$ cat config.mk
export PLATFORM = sky130hd
export DESIGN_NAME = servo_pwm_decoder
export DESIGN_NICKNAME = d
export VERILOG_FILES = /design/src/rtl/servo_pwm_decoder.sv
export SDC_FILE = /design/constraint.sdc
export NUM_CORES = 1
export LEC_CHECK = 0
export CELL_PAD_IN_SITES_DETAIL_PLACEMENT = 0
export CELL_PAD_IN_SITES_GLOBAL_PLACEMENT = 1
export CORE_MARGIN = 2
export CORE_UTILIZATION = 43
export CTS_BUF_LIST = sky130_fd_sc_hd__clkbuf_4
export CTS_CLUSTER_SIZE = 24
export DETAILED_ROUTE_END_ITERATION = 10
export PLACE_DENSITY = 0.84
export SLEW_MARGIN = 25
export SYNTH_ARGS = -nofsm -noshare
export SYNTH_HDL_FRONTEND = slang
export SYNTH_SLANG_ARGS = --single-unit
$ cat constraint.sdc
create_clock -name clk -period 7.9 [get_ports clk]
set_input_delay 1.58 -clock clk [delete_from_list [all_inputs] [get_ports clk]]
set_output_delay 1.58 -clock clk [all_outputs]
set_load 0.02 [all_outputs]
$ cat src/rtl/servo_pwm_decoder.sv
// Servo PWM decoder: measures high time and period of a servo pulse train in ticks, recovers code = high_ticks-1.
// Latency: valid 3 clk after pwm_in rise (3+FILT_LEN with glitch filter); outputs hold between frames.
// Backpressure: none; valid is a one-clk strobe with no ready. Optional filter: define PWM_GLITCH_FILTER_EN.
module servo_pwm_decoder #(
  parameter int CLK_DIV      = 25000,
  parameter int PERIOD_TICKS = 80,
  parameter int PERIOD_TOL   = 2,
  parameter int CNT_W        = 8,
  parameter int FILT_LEN     = 4
) (
  input  logic             clk,
  input  logic             rst,
  input  logic             pwm_in,
  output logic [2:0]       code,
  output logic [CNT_W-1:0] high_ticks,
  output logic [CNT_W-1:0] period_ticks,
  output logic             valid,
  output logic             err,
  output logic             lost
);

  localparam int PW = (CLK_DIV > 1) ? $clog2(CLK_DIV) : 1;
  localparam logic [PW-1:0] PRE_LAST = PW'(CLK_DIV - 1);
  localparam logic [CNT_W-1:0] CNT_MAX = '1;
  localparam logic [CNT_W:0] PER_MIN = (CNT_W+1)'(PERIOD_TICKS - PERIOD_TOL);
  localparam logic [CNT_W:0] PER_MAX = (CNT_W+1)'(PERIOD_TICKS + PERIOD_TOL);
  localparam logic [CNT_W:0] HI_MAX  = (CNT_W+1)'(8);
  // If 2*PERIOD_TICKS does not fit the counter, time out at saturation instead.
  localparam int TO_INT = (2 * PERIOD_TICKS > (2 ** CNT_W) - 1) ? (2 ** CNT_W) - 1 : 2 * PERIOD_TICKS;
  localparam logic [CNT_W:0] TO_LIM = (CNT_W+1)'(TO_INT);

  localparam logic [1:0] ST_IDLE = 2'd0;
  localparam logic [1:0] ST_HIGH = 2'd1;
  localparam logic [1:0] ST_LOW  = 2'd2;

  // Elaboration-time guard against parameter sets the datapath cannot represent.
  if (CLK_DIV < 1 || CNT_W < 4 || FILT_LEN < 1 || PERIOD_TOL < 0 || PERIOD_TICKS <= PERIOD_TOL) begin : g_bad_params
    $error("servo_pwm_decoder: invalid parameter set");
  end

  logic          sync1, sync2;
  logic          lvl, lvl_d;
  logic          rise, fall;
  logic [PW-1:0] presc;
  logic          tick;
  logic [1:0]    state;
  logic [CNT_W-1:0] hi_cnt, per_cnt;
  logic [CNT_W-1:0] hi_inc, per_inc;
  logic          timeout;
  logic          frame_err;
  logic [2:0]    code_nxt;

  // Two-flop synchronizer for the asynchronous pin.
  always_ff @(posedge clk) begin
    if (rst) begin
      sync1 <= 1'b0;
      sync2 <= 1'b0;
    end else begin
      sync1 <= pwm_in;
      sync2 <= sync1;
    end
  end

`ifdef PWM_GLITCH_FILTER_EN
  localparam int FW = (FILT_LEN > 1) ? $clog2(FILT_LEN) : 1;
  localparam logic [FW-1:0] FILT_LAST = FW'(FILT_LEN - 1);
  logic          filt_lvl;
  logic [FW-1:0] filt_cnt;

  // Filtered level follows the synchronizer only after FILT_LEN stable cycles.
  always_ff @(posedge clk) begin
    if (rst) begin
      filt_lvl <= 1'b0;
      filt_cnt <= '0;
    end else if (sync2 == filt_lvl) begin
      filt_cnt <= '0;
    end else if (filt_cnt == FILT_LAST) begin
      filt_lvl <= sync2;
      filt_cnt <= '0;
    end else begin
      filt_cnt <= filt_cnt + FW'(1);
    end
  end

  assign lvl = filt_lvl;
`else
  assign lvl = sync2;
`endif

  // Previous level for edge detection.
  always_ff @(posedge clk) begin
    if (rst) lvl_d <= 1'b0;
    else     lvl_d <= lvl;
  end

  assign rise = lvl & ~lvl_d;
  assign fall = ~lvl & lvl_d;

  // Free-running measurement prescaler.
  always_ff @(posedge clk) begin
    if (rst)                 presc <= '0;
    else if (presc == PRE_LAST) presc <= '0;
    else                     presc <= presc + PW'(1);
  end

  assign tick = (presc == PRE_LAST);

  // Counter values including this cycle's tick, so a tick coincident with an edge lands in the old state.
  always_comb begin
    hi_inc  = hi_cnt;
    per_inc = per_cnt;
    if (tick && (state == ST_HIGH) && (hi_cnt != CNT_MAX))
      hi_inc = hi_cnt + CNT_W'(1);
    if (tick && ((state == ST_HIGH) || (state == ST_LOW)) && (per_cnt != CNT_MAX))
      per_inc = per_cnt + CNT_W'(1);
  end

  assign timeout   = (state != ST_IDLE) && ({1'b0, per_inc} >= TO_LIM);
  assign frame_err = ({1'b0, per_inc} < PER_MIN) || ({1'b0, per_inc} > PER_MAX) ||
                     (hi_inc == '0) || ({1'b0, hi_inc} > HI_MAX);
  // hi in 1..8 maps to 0..7; the low three bits minus one wrap 8 to 7.
  assign code_nxt  = hi_inc[2:0] - 3'd1;

  // Measurement FSM and published outputs.
  always_ff @(posedge clk) begin
    if (rst) begin
      state        <= ST_IDLE;
      hi_cnt       <= '0;
      per_cnt      <= '0;
      code         <= '0;
      high_ticks   <= '0;
      period_ticks <= '0;
      valid        <= 1'b0;
      err          <= 1'b0;
      lost         <= 1'b0;
    end else begin
      valid   <= 1'b0;
      hi_cnt  <= hi_inc;
      per_cnt <= per_inc;
      case (state)
        ST_IDLE: begin
          hi_cnt  <= '0;
          per_cnt <= '0;
          if (rise) state <= ST_HIGH;
        end
        ST_HIGH: begin
          if (timeout) begin
            lost    <= 1'b1;
            state   <= ST_IDLE;
            hi_cnt  <= '0;
            per_cnt <= '0;
          end else if (fall) begin
            state <= ST_LOW;
          end
        end
        ST_LOW: begin
          if (timeout) begin
            lost    <= 1'b1;
            state   <= ST_IDLE;
            hi_cnt  <= '0;
            per_cnt <= '0;
          end else if (rise) begin
            valid        <= 1'b1;
            high_ticks   <= hi_inc;
            period_ticks <= per_inc;
            err          <= frame_err;
            if (!frame_err) code <= code_nxt;
            lost         <= 1'b0;
            hi_cnt       <= '0;
            per_cnt      <= '0;
            state        <= ST_HIGH;
          end
        end
        default: begin
          state   <= ST_IDLE;
          hi_cnt  <= '0;
          per_cnt <= '0;
        end
      endcase
    end
  end

endmodule

==> metrics.md, run 1 <==
| Metric | Value |
|---|---|
| Count leader, synth | `dfxtp_1` |
| Drt drc | `0` |
| H-tree Lvls | `3` |
| Design Area, Final | `3370 um^2` |
| Synthesis-stage register bit count | `58` |
| Fin crit period | `3.86 ns` |
| Synth area leaders | `dfxtp_1 (40%), mux2i_1 (5.8%), nor2_1 (5.4%)` |
| Io pins | `25` |
| Final setup vio count | `0` |
| RSZ-0062 raised after global routing | `false` |
| Seq/Total Area, Yosys | `0.395` |
| VDD IR-drop max | `0.0941 mV` |
| Synthesized instance count | `332` |
| Vias in the first global route | `2097` |
| Number of synthesized flops with an enable pin | `0` |
| Clk_lat worst skew | `0.40 ns` |
| Status | `finished clean` |
| Starting density of the core | `0.437` |
| Post-DP HPWL | `4120 um` |
| Cells after DPL | `425` |
| Hold_buf cts | `0` |
| CTS max path bufs | `2` |
| Slew margin rel. | `0.452` |
| Async set-reset flop share out of synthesis | `0` |
| Final period utilization | `0.489` |
| Top cells by count, synth | `dfxtp_1 (58), nor2_1 (42), nand2_1 (23), mux2i_1 (17), nand3_1 (16)` |
| Register share of total power | `0.569` |
| Max_cap viols | `0` |
| Die H | `86.6 um` |
| Syn. warnings | `0` |
| Cell Area, Placed | `3230 um^2` |
| Area share of the largest cell type after synthesis | `0.395` |
| CTS tree | `built` |
| TritonRoute pass-1 iters | `4` |
| Static Leakage | `1.17 nW` |
| Die X | `86.6 um` |
| Area Growth Syn to Fin | `14.7%` |
| Routed met1 length | `2790 um` |
| Critical Path AT | `4.16 ns` |
| Clk_skew | `0.00900 ns` |
| Largest net degree at the start of global routing | `32` |
| Sw Pwr | `0.000123 W` |
| Post-CTS Resized | `0` |
| First-pass GRT wire length | `9690 um` |
| Die Footprint | `7510 um^2` |
| Via count | `2265` |
| Pwr Total | `0.000522 W` |
| Syn Nets | `344` |
| DR vias/cell | `5.14` |
| Final Hold Fails | `0` |
| Met2 WL | `2640 um` |
| Worst-path fanout max | `5` |
| Internal Pwr Total | `0.000399 W` |
| Max frequency | `259 MHz` |
| Initial antenna violation count | `0` |
| Fin nets | `368` |
| Share of layout cells above drive strength 1 | `0.125` |
| Mapped Area | `2940 um^2` |
| DR WL met3 | `146 um` |
| Cell Pwr Density | `155 nW/um^2` |
| Clk pwr share | `0.400` |
| Post-route ant nets | `0` |
| Crit Path Category | `reg -> reg` |
| I/O Buffers | `24` |
| Flop2flop setup slack | `4.04 ns` |
| Worst-path clk slew | `0.10 ns` |
| Fill count | `646` |
| Setup repair bufs after CTS | `0` |
| RD Place Congestion | `0.930` |
| Synth Area per Inst | `8.85 um^2` |
| Combinational power share | `0.031` |
| CTS sink count | `58` |
| Top routing layer in use | `met4` |
| Worst-Margin Slew | `0.814 ns` |
| Final cell count without fillers | `441` |
| Cell taking the most area after synthesis | `dfxtp_1` |
| Worst hold path type | `reg -> reg` |
| Num rows | `30` |
| CP Data Required Time | `8.20 ns` |
| Total CTS buffers | `9` |
| Core area | `6720 um^2` |
| Total gr overflow | `0` |
| GRT Util Overall | `0.165` |
| Sw Share | `0.236` |
| Routed WL | `5690 um` |
| 1st-iter DRT viols | `83` |
| Unique masters post-synth | `46` |
| CP Launch Type | `flop` |
| TNS Setup | `0 ns` |
| Synth Flop Type | `dfxtp_1` |
| Routed len/inst | `12.9 um` |
| Worst setup EP type | `flop` |
| Ant diodes | `0` |
| Final slew viol count | `0` |
| CTS Root Cell | `clkbuf_4` |
## critical path, cell delays in order, from the launching register on
cell and delay (ns):
dfxtp_1 0.38, ha_1 0.25, or4bb_1 0.47, nor4_1 0.41, nand2_1 0.24, xor2_1 0.43, ha_1 0.27, o2111ai_1 0.11
mux2i_1 0.15, a21oi_1 0.08, xnor2_1 0.17, a2111oi_4 0.40, mux2_2 0.39
## cells by family after synthesis
group,after synthesis,synth area share
fa+ha+maj,9,0.0383
buf+inv,24,0.0349
compound gates,36,0.0874
mux,22,0.0771
flops,58,0.395
xor+xnor,22,0.0656
simple gates,161,0.301
## per-stage QoR
stage          worst slack [ns]  hold slack [ns]   util
3_3_place_gp               4.10            0.421  0.480
3_5_place_dp               4.03            0.425  0.481
5_1_grt                    3.69            0.469  0.501
4_1_cts                    4.02            0.450  0.501
2_1_floorplan              4.62            0.414      -
6_report                   4.04            0.445  0.501
## path summary, 6_finish.rpt
kind / start / cells after the start / to
worst max register to register: presc[0]$_SDFF_PP0_ / 12 / code[1]$_SDFFE_PP0P_
worst max-delay path: presc[0]$_SDFF_PP0_ / 12 / code[1]$_SDFFE_PP0P_
worst min-delay path: sync1$_SDFF_PP0_ / 1 / lvl$_SDFF_PP0_
worst min register to register: sync1$_SDFF_PP0_ / 1 / lvl$_SDFF_PP0_
## power groups by stage
stage | logic [W] | clock network [W] | registers, W
final | 0.0000160 | 0.000209 | 0.000297
after CTS | 0.0000165 | 0.000217 | 0.000297
after global placement | 0.0000162 | 0 | 0.000304
after global routing | 0.0000185 | 0.000229 | 0.000297
after floorplan | 0.0000114 | 0 | 0.000304
after detailed placement | 0.0000164 | 0 | 0.000304
## cells in the final DEF, fill, tap and decap left out, types with 2 or more instances in the layout
cell / instances
nor2_2: 9
clkinv_2: 4
xnor2_1: 11
nor3_1: 6
mux2_2: 5
and4_1: 4
or4_1: 2
nor4_1: 4
clkbuf_4: 10
clkdlybuf4s50_1: 24
nor2_1: 42
and2_1: 5
o21ai_0: 10
nand4_1: 8
a21oi_1: 14
or4bb_1: 3
nand3b_1: 2
nand2_1: 23
o2111ai_1: 2
xor2_1: 11
nand2b_1: 7
or3_1: 5
inv_1: 11
mux2i_1: 17
ha_1: 9
dfxtp_1: 58
nor2b_1: 13
nand3_1: 16
or2_2: 6
## sequential cells by signal, indices dropped and copies added (netlist names)
| name | flops |
|---|---|
| presc | 15 |
| hi_cnt | 8 |
| high_ticks | 8 |
| per_cnt | 8 |
| period_ticks | 8 |
| code | 3 |
| state | 2 |
| err | 1 |
| lost | 1 |
| lvl | 1 |
| lvl_d | 1 |
| sync1 | 1 |
| valid | 1 |
## routing by layer
layer  global-route usage  up-vias
met5                    0        -
met4               0.0824        0
met3               0.0371       10
met2                0.262       27
met1                0.210     1030
li1                     -     1198
## layout make-up
class,instances,area (um^2),share of cell area
Sequential cell,58,1160,0.345
Clock buffer,10,75.1,0.0223
Timing Repair Buffer,26,259,0.0769
Inverter,11,41.3,0.0123
Multi-Input combinational cell,250,1670,0.497
Tap cell,80,100,0.0297
Clock inverter,6,57.6,0.0171
No activity file was read; power rests on OpenSTA's default activity.
==> inputs of run 2 (changes only) <==
==> constraint.sdc (replaced) <==
create_clock -name clk -period 3.98 [get_ports clk]
set_input_delay 0.796 -clock clk [delete_from_list [all_inputs] [get_ports clk]]
set_output_delay 0.796 -clock clk [all_outputs]
set_load 0.02 [all_outputs]
==> metrics.md, run 2 (synthesis gave the netlist of run 1 again) <==
| Metric | Value |
|---|---|
| Worst-Margin Slew | `0.573 ns` |
| Starting density of the core | `0.437` |
| RD Place Congestion | `0.881` |
| Slew margin rel. | `0.618` |
| Worst-path clk slew | `0.10 ns` |
| Clk_lat worst skew | `0.39 ns` |
| Final Hold Fails | `0` |
| CP Launch Type | `flop` |
| I/O Buffers | `24` |
| Via count | `2341` |
| CTS Root Cell | `clkbuf_4` |
| Critical Path AT | `3.83 ns` |
| Biggest register | `presc` |
| Sequential cell area | `1160 um^2` |
| 1st-iter DRT viols | `65` |
| Fill count | `651` |
| Routed len/inst | `13.0 um` |
| TritonRoute pass-1 iters | `5` |
| Final setup vio count | `0` |
| Ant diodes | `0` |
| Most common cell after layout, fill and taps aside | `dfxtp_1` |
| H-tree Lvls | `3` |
| Most frequent cells in the layout | `dfxtp_1 (58), nor2_1 (42), clkdlybuf4s50_1 (24), nand2_1 (23), mux2i_1 (17)` |
| CP Data Required Time | `4.27 ns` |
| CTS sink count | `58` |
| Fin nets | `371` |
| Static Leakage | `1.17 nW` |
| TNS Setup | `0 ns` |
| CTS max path bufs | `2` |
| Area Growth Syn to Fin | `14.8%` |
| Cell Pwr Density | `282 nW/um^2` |
| Core area | `6720 um^2` |
| Pwr Total | `0.000951 W` |
| Die H | `86.6 um` |
| Fin crit period | `3.54 ns` |
| Tightest hold margin | `0.445 ns` |
| Largest register FFs | `15` |
| Num rows | `30` |
| Status | `finished clean` |
| Post-route ant nets | `0` |
| Hold_buf cts | `0` |
| CTS tree | `built` |
| Post-DP HPWL | `4210 um` |
| DR vias/cell | `5.27` |
| Total CTS buffers | `9` |
| Crit Path Category | `reg -> reg` |
| Drt drc | `0` |
| Die X | `86.6 um` |
| Max_cap viols | `0` |
| Die Footprint | `7510 um^2` |
| Worst hold path type | `reg -> reg` |
| VDD IR-drop max | `0.215 mV` |
| Final period utilization | `0.891` |
| Share of layout cells above drive strength 1 | `0.121` |
| Io pins | `25` |
| Vias in the first global route | `2197` |
| Worst-path fanout max | `5` |
| RSZ-0062 raised after global routing | `false` |
| First-pass GRT wire length | `9920 um` |
| Routed WL | `5760 um` |
| Largest net degree at the start of global routing | `31` |
| Worst setup EP type | `flop` |
| Initial antenna violation count | `0` |
| GRT Util Overall | `0.167` |
| Multi-input logic area | `1680 um^2` |
| Total gr overflow | `0` |
| Max frequency | `282 MHz` |
| Setup repair bufs after CTS | `0` |
| Clk_skew | `0.0112 ns` |
| Final slew viol count | `0` |
## run 2: cell types whose count changed in the layout (fill, tap and decap cells not counted), sizes merged
cell      previous run  this run
clkinv               4         6
clkinvlp             1         0
buf                  2         5
bufinv               1         0
## run 2: stage by stage
stage	setup slack, ns	instances	util	cell area (um^2)
after floorplan	0.696	332	-	2940
after global placement	0.479	428	0.486	3270
after detailed placement	0.272	428	0.486	3270
after CTS	0.261	444	0.501	3360
after global routing	0.0851	444	0.502	3370
final	0.435	444	0.502	3370
## run 2: worst paths after layout
kind,to,slack (ns),depth (start not counted),startpoint
max,code[1]$_SDFFE_PP0P_,0.44,12,presc[0]$_SDFF_PP0_
min,lvl$_SDFF_PP0_,0.44,1,sync1$_SDFF_PP0_
max reg2reg,code[1]$_SDFFE_PP0P_,0.44,12,presc[0]$_SDFF_PP0_
min reg2reg,lvl$_SDFF_PP0_,0.44,1,sync1$_SDFF_PP0_
## run 2: layout make-up
type / count / share of cell area
Sequential cell: 58 / 0.344
Tap cell: 80 / 0.0297
Clock buffer: 10 / 0.0223
Clock inverter: 6 / 0.00705
Timing Repair Buffer: 29 / 0.0861
Multi-Input combinational cell: 250 / 0.498
Inverter: 11 / 0.0122
## run 2: worst max-delay path, cell delays in order, from the launching register on
cell and delay [ns]:
dfxtp_1 0.38, ha_1 0.25, or4bb_1 0.48, nor4_2 0.26, nand2_1 0.19, mux2i_1 0.35, ha_1 0.26, o2111ai_1 0.12
mux2i_1 0.15, a21oi_1 0.07, xnor2_1 0.16, a2111oi_4 0.39, mux2_2 0.39
## run 2: where the power goes
group,internal (W),switching (W)
clock,0.000124,0.000205
sequential,0.000585,0.00000435
combinational,0.0000129,0.0000197
## run 2: what timing repair did
| item | 4_1_cts | 5_1_grt |
|---|---|---|
| hold endpoints to repair | 0 | 0 |
| resized for setup | 0 | 1 |
| endpoints found under the setup margin | 0 | 2 |
## run 2: routing by layer
metal	wire length, um	track usage	vias to the layer above
met5	0	0	-
met1	2750	0.211	1091
met3	213	0.0590	11
met2	2710	0.269	40
met4	91	0.0526	0
li1	-	-	1199
